`src/rtl/serial_adder.sv`:
```
// Bit-serial adder: one 1-bit full adder, LSB first; optional ovf port via SERIAL_ADDER_OVF_EN.
// Latency: done pulses WIDTH cycles after the edge that samples start; start in DONE restarts at once.
// Backpressure: none; start is ignored while busy, sum/cout hold until the next done.
module serial_adder #(
   parameter int WIDTH = 8
) (
   input  logic             clk,
   input  logic             rst_n,
   input  logic             start,
   input  logic [WIDTH-1:0] a,
   input  logic [WIDTH-1:0] b,
   input  logic             cin,
   output logic             busy,
   output logic             done,
   output logic [WIDTH-1:0] sum,
   output logic             cout
`ifdef SERIAL_ADDER_OVF_EN
   ,
   output logic             ovf
`endif
);

   localparam int CW = (WIDTH > 1) ? $clog2(WIDTH) : 1;

   typedef enum logic [1:0] {IDLE, RUN, DONE} state_t;

   state_t           state, state_nxt;
   logic [CW-1:0]    cnt;
   logic [WIDTH-1:0] a_sr, b_sr, work, work_nxt;
   logic             carry, s_bit, c_nxt, last_bit, accept;

   assign accept   = start && (state != RUN);
   assign last_bit = (state == RUN) && (cnt == CW'(WIDTH - 1));
   assign s_bit    = a_sr[0] ^ b_sr[0] ^ carry;
   assign c_nxt    = (a_sr[0] & b_sr[0]) | (a_sr[0] & carry) | (b_sr[0] & carry);

   // Sum bits enter at the MSB so that after WIDTH shifts bit 0 sits at the LSB.
   generate
      if (WIDTH == 1) begin : g_w1
         assign work_nxt = s_bit;
      end else begin : g_wn
         assign work_nxt = {s_bit, work[WIDTH-1:1]};
      end
   endgenerate

   always_ff @(posedge clk or negedge rst_n) begin
      if (!rst_n) state <= IDLE;
      else        state <= state_nxt;
   end

   always_comb begin
      state_nxt = state;
      case (state)
         IDLE:    if (start) state_nxt = RUN;
         RUN:     if (last_bit) state_nxt = DONE;
         DONE:    state_nxt = start ? RUN : IDLE;
         default: state_nxt = IDLE;
      endcase
   end

   always_comb begin
      busy = (state == RUN);
      done = (state == DONE);
   end

   always_ff @(posedge clk or negedge rst_n) begin
      if (!rst_n) begin
         a_sr  <= '0;
         b_sr  <= '0;
         work  <= '0;
         carry <= 1'b0;
         cnt   <= '0;
         sum   <= '0;
         cout  <= 1'b0;
      end else if (accept) begin
         a_sr  <= a;
         b_sr  <= b;
         carry <= cin;
         cnt   <= '0;
      end else if (state == RUN) begin
         a_sr  <= a_sr >> 1;
         b_sr  <= b_sr >> 1;
         carry <= c_nxt;
         work  <= work_nxt;
         cnt   <= last_bit ? '0 : cnt + CW'(1);
         if (last_bit) begin
            sum  <= work_nxt;
            cout <= c_nxt;
         end
      end
   end

`ifdef SERIAL_ADDER_OVF_EN
   // Carry into the MSB is the carry flop while the last bit is being added.
   always_ff @(posedge clk or negedge rst_n) begin
      if (!rst_n)        ovf <= 1'b0;
      else if (last_bit) ovf <= carry ^ c_nxt;
   end
`endif

endmodule

```
`config.mk`:
```
export PLATFORM = sky130hd
export DESIGN_NAME = serial_adder
export DESIGN_NICKNAME = d
export VERILOG_FILES = /design/src/rtl/serial_adder.sv
export SDC_FILE = /design/constraint.sdc
export NUM_CORES = 1
export LEC_CHECK = 0
export ABC_AREA = 1
export CORE_ASPECT_RATIO = 1.25
export CORE_UTILIZATION = 56
export CTS_CLUSTER_DIAMETER = 200
export CTS_CLUSTER_SIZE = 20
export DETAILED_ROUTE_END_ITERATION = 10
export PLACE_DENSITY = 0.93
export SYNTH_ARGS = -nofsm -noshare
export SYNTH_HDL_FRONTEND = slang
export SYNTH_SLANG_ARGS = --single-unit
```
`constraint.sdc`:
```
create_clock -name clk -period 2.35 [get_ports clk]
set_input_delay 0.3525 -clock clk [delete_from_list [all_inputs] [get_ports clk]]
set_output_delay 0.3525 -clock clk [all_outputs]
set_load 0.01 [all_outputs]
```
==> impl_metrics.ini, run 1 <==
[clock_network]
numCtsBuffers = 5
ctsRootBufferMaster = clkbuf_4
clk_pin_slew_worst_paths_ps = 120
cts.htree.levels = 2
cts_tree = yes
post_cts_resized = 0
cts.sinks = 38
clockBufferDepth = 2
post_cts_buffers = 0
cts_hold_buf = 0
clk_latency_ps = 350

[critical_path]
start_kind = flop
end_kind = primary output
cp.arrival_ps = 1510
critical-path-top-delay-family = buffers and inverters
cp_max_fo = 2
required_ps = 2000
critPathSlowestCell = clkdlybuf4s50_1
crit_type = flop to primary output
critical-path-max-stage-delay_ps = 550
crit_buf_inv = 2
path_cells = inv_2 > nor2_1 > clkdlybuf4s50_1

[synthesis]
yosysWarnings = 0
synth_top_area_cell = dfrtp_1
syn_nets = 207
ys_ff_latch = 38
synthCells = 184
ys_seq_area_share_pct = 52.9
synth.top_cell.area_share_pct = 52.9
syn_area_sq_um = 1800
synth_cell_types = 19
syn_area_per_cell_sq_um = 9.78
ys_top_cells_by_area = dfrtp_1, nand2_1, nand3_1

[global_route]
grt_max_degree = 39
grt.total_usage_pct = 22.9
grt-ovfl-total = 0
grt_first_pass_wirelength_um = 5700
antenna_found_initial = 0
grt_pass1_vias = 1364

[power]
peakVddDrop_uv = 969
total_power_mw = 2.62
p_leak_nw = 1.03
powerDensity_nw_per_um2 = 1220

[place]
port-buffer-count = 30
dp.cells = 242
dp_slack_ps = 591
placed_cell_area_sq_um = 2040
hpwlAfterDp_um = 2120
place.gp.congestion = 0.712

[route]
firstDrtPassIters = 4
drc = 0
initialDrtViolationCount = 55
wl_um = 3190
vias = 1349
ant_nets = 0
wl_per_cell_um = 12.8
vias_per_cell = 5.40

[final_layout]
nets = 236
drive_gt1_share_pct = 16.8
multi_input_area_sq_um = 701
layout_commonest_cell = nand2_1
final_cell_mix = nand2_1, dfrtp_1, nand3_1
antennaDiodeCount = 0
design_area_sq_um = 2160
fin_cells = 250
nFillCells = 214
ff_latch_area_sq_um = 951
syn_to_final_growth_pct = 19.8

[sta]
fmax_ghz = 0.536
worst_slack_ps = 486
period_needed_ps = 1860
setup-violations-final = 0
relSlewSlack_pct = 44.5
hold_viol = 0
tns_ps = 0
min_period_over_period_pct = 79.3
fin_skew_ps = 14.2
rsz0062_at_grt = no
max_slew.worst_pin.slew_ps = 832
final_max_slew_viol_count = 0

[floorplanning]
die_x_um = 52.7
start_util_pct = 60.0
dieArea_sq_um = 3450
core_sq_um = 3000
die_height_um = 65.4
pin_count = 31
rows = 22

[worst_hold_path]
hold_path.class = input port to async pin

[run_status]
outcome = finished clean

[run]
cap_violations = 0
## final cells by class
type / count / area share (%)
clock buffers: 6 / 2.38
clock inverters: 2 / 2.79
inverters: 8 / 1.39
multi-input cells: 127 / 32.5
flip-flops and latches: 38 / 44.1
well taps: 36 / 2.09
repair buffers: 33 / 14.7
## path summary, 6_finish.rpt
check,depth (start not counted),end,slack (ps),from
worst max-delay path,3,done,490,state[1]
min in group clk,2,sum[1],490,sum[1]
worst max register to register,5,a_sr[6],680,state[1]
worst min register to register,2,sum[1],490,sum[1]
worst min-delay path,1,sum[1],70,rst_n
max in group asynchronous,1,b_sr[4],1730,rst_n
## per-layer routing
| layer | global-route usage (%) | routed length (um) |
|---|---|---|
| met5 | 0 | 0 |
| met4 | 6.91 | 29 |
| met3 | 6.25 | 144 |
| met2 | 40.2 | 1620 |
| met1 | 26.7 | 1400 |
## registers in the layout (all words and copies together) (netlist names)
name   flops
a_sr       8
b_sr       8
sum        8
work       7
cnt        3
state      2
carry      1
cout       1
## synthesized netlist by cell type
library cell,instances
buf_8,1
nand3_1,37
nor2_1,2
buf_4,3
o22ai_1,1
nor2_4,1
dfrtp_1,38
nand2_1,59
nand3_2,15
buf_12,3
inv_2,2
nor2_8,1
buf_2,4
o21ai_2,3
ha_1,2
fa_1,1
o21ai_0,3
inv_1,6
nand2_2,2
## metrics by stage
stage               utilization [%]  hold WS (ps)
global placement               68.1           449
floorplan                         -          56.9
global route                   71.9           128
finish                         71.9          73.2
detailed placement             68.1           458
CTS                            71.9           108
## report_power, final
part           switching [mW]  internal (mW)  leakage [nW]
clock                   0.221          0.360        0.0585
sequential              0.167          0.916         0.487
combinational           0.544          0.413         0.483
## logic make-up (layout without fill, tap and decap cells)
group,count (synthesis),count (layout),synth area share [%]
AND/OR/NAND/NOR,117,117,33.8
flip-flops,38,38,52.9
buffers and inverters,19,49,8.21
AO/OA/AOI/OAI,7,7,2.64
adder cells (fa/ha/maj),3,3,2.50
Note: power is estimated with default switching activity, not from simulation.
==> run 2: changes to the inputs <==
--- a/config.mk
+++ b/config.mk
@@ -7,11 +7,11 @@
 export LEC_CHECK = 0
 export ABC_AREA = 1
 export CORE_ASPECT_RATIO = 1.25
-export CORE_UTILIZATION = 56
+export CORE_UTILIZATION = 47
 export CTS_CLUSTER_DIAMETER = 200
 export CTS_CLUSTER_SIZE = 20
 export DETAILED_ROUTE_END_ITERATION = 10
-export PLACE_DENSITY = 0.93
+export PLACE_DENSITY = 0.84
 export SYNTH_ARGS = -nofsm -noshare
 export SYNTH_HDL_FRONTEND = slang
 export SYNTH_SLANG_ARGS = --single-unit
==> constraint.sdc (replaced) <==
create_clock -name clk -period 1.7 [get_ports clk]
set_input_delay 0.255 -clock clk [delete_from_list [all_inputs] [get_ports clk]]
set_output_delay 0.255 -clock clk [all_outputs]
set_load 0.01 [all_outputs]
==> run 2 against run 1 <==
  * The run now ends with design-rule violations, negative hold slack left
  * Clock skew is 6.7 ps lower
  * Clock-buffer cell count is the same
  * Cell area is essentially flat
  * Register-to-register slack worse by 270 ps
  * Largest cell class unchanged
  * Die area increased by 18%
  * Largest power group unchanged
  * Utilization is 11 points lower
  * Highest routed layer unchanged
  * First-iteration DRC count rose by 29%
  * Sequential power rose by 39%
  * Clock power rose by 3.6%
==> impl_metrics.ini, run 2 (synthesis gave the netlist of run 1 again) <==
[route]
ant_nets = 0
wl_um = 3160
initialDrtViolationCount = 71
vias_per_cell = 5.23
drc = 1
vias = 1324
wl_per_cell_um = 12.5
firstDrtPassIters = 10

[sta]
rsz0062_at_grt = no
hold-worst-slack_ps = -1.85
max_slew.worst_pin.slew_ps = 799
fin_skew_ps = 7.47
final_max_slew_viol_count = 0
period_needed_ps = 1610
fmax_ghz = 0.621
hold_viol = 1
setup-violations-final = 0
min_period_over_period_pct = 94.7
relSlewSlack_pct = 46.7
tns_ps = 0

[floorplanning]
die_height_um = 71.2
rows = 24
core_sq_um = 3570
die_x_um = 57.3
dieArea_sq_um = 4080
pin_count = 31
start_util_pct = 50.4

[place]
placed_cell_area_sq_um = 2080
dp.cells = 247
place.gp.congestion = 0.742
port-buffer-count = 30
hpwlAfterDp_um = 2140

[final_layout]
layout_commonest_cell = nand2_1
top_regs = a_sr x8, b_sr x8, sum x8
postLayoutCoreUtil_pct = 60.4
fin_cells = 253
antennaDiodeCount = 0
syn_to_final_growth_pct = 19.9
design_area_sq_um = 2160
final_cell_mix = nand2_1, dfrtp_1, nand3_1
nets = 238
drive_gt1_share_pct = 16.8
nFillCells = 313

[critical_path]
critPathSlowestCell = clkdlybuf4s50_1
worstSetupStartpoint = state[0]
cp.arrival_ps = 1350
r2r-start = state[0]
critical-path-top-delay-family = buffers and inverters
path_cells = nor2_1 > clkdlybuf4s50_1
required_ps = 1440
crit_type = flop to primary output
end_kind = primary output
start_kind = flop
critical-path-max-stage-delay_ps = 530
crit_buf_inv = 1
cp_max_fo = 4

[clock_network]
clk_latency_ps = 290
ctsRootBufferMaster = clkbuf_8
cts_tree = yes
clockBufferDepth = 2
cts.htree.levels = 2
post_cts_buffers = 0
cts_hold_buf = 0
cts.sinks = 38
numCtsBuffers = 5
clk_pin_slew_worst_paths_ps = 70

[global_route]
grt_first_pass_wirelength_um = 5640
grt_pass1_vias = 1280
grt-ovfl-total = 0
grt.total_usage_pct = 18.2
grt_max_degree = 39
antenna_found_initial = 0

[power]
swShare_pct = 36.9
peakVddDrop_uv = 691
p_int_mw = 2.19
switchingPower_mw = 1.28
powerDensity_nw_per_um2 = 1610
clkPwrFrac_pct = 17.3
share_comb_of_total_power_pct = 39.4
total_power_mw = 3.47
seqPwrFrac_pct = 43.2
p_leak_nw = 1.03

[run_status]
outcome = finished with violations
violations = design-rule violations, negative hold slack

[run]
cap_violations = 0

[worst_hold_path]
hold_path.class = input port to async pin
[run 2: cell count changes in the layout (fill, tap and decap cells not counted)]
cell / before / now
clkbuf_4: 5 / 0
buf_12: 0 / 1
bufinv_16: 2 / 0
clkdlybuf4s50_1: 29 / 28
dlygate4sd2_1: 0 / 1
buf_4: 3 / 4
clkbuf_8: 1 / 6
[run 2: worst register-to-register path, stage by stage, from the launching register on]
cell and delay (ps):
dfrtp_1 410, inv_2 60, nor2_4 110, buf_4 270, nand2_2 180, nand2_1 100, nand2_1 50
[run 2: worst paths after layout]
check                      endpoint  slack (ps)  cells past startpoint
setup / recovery               done          90                      2
hold / removal               sum[0]          -2                      2
setup reg to reg               cout         410                      6
hold reg to reg              sum[6]         470                      2
max in group asynchronous  state[1]        1360                      2
min in group clk             sum[6]         470                      2
[run 2: area by class of cell]
| type | count | area, sq um | area share (%) |
|---|---|---|---|
| repair buffers | 35 | 344 | 16.0 |
| multi-input cells | 127 | 701 | 32.5 |
| well taps | 39 | 48.8 | 2.26 |
| inverters | 8 | 30.0 | 1.39 |
| flip-flops and latches | 38 | 951 | 44.1 |
| clock buffers | 6 | 82.6 | 3.83 |
[run 2: routing by layer]
layer  vias to the layer above  wire length [um]  global-route usage [%]
met1                       620              1430                    21.3
met5                         -                 0                       0
met4                         0                63                    7.86
li1                        658                 -                       -
met2                        36              1510                    30.4
met3                        10               153                    5.67
[run 2: repair_timing]
action / CTS / global route
gates resized for setup: 1 / 0
endpoints found under the hold margin: 0 / 0
setup endpoints to repair: 1 / 0
[run 2: power by group through the flow]
stage               combinational, mW  sequential, mW  clock [mW]
global route                     1.56            1.55       0.639
CTS                              1.39            1.50       0.613
finish                           1.37            1.50       0.602
detailed placement               1.39            1.52           0
floorplan                        1.06            1.52           0
global placement                 1.33            1.50           0
[run 2: through the flow]
step                hold WS, ps  worst slack, ps
CTS                        20.7             72.7
global route               46.1             36.2
global placement            327              104
finish                    -1.85             90.8
floorplan                 -40.6              494
detailed placement          327             68.7
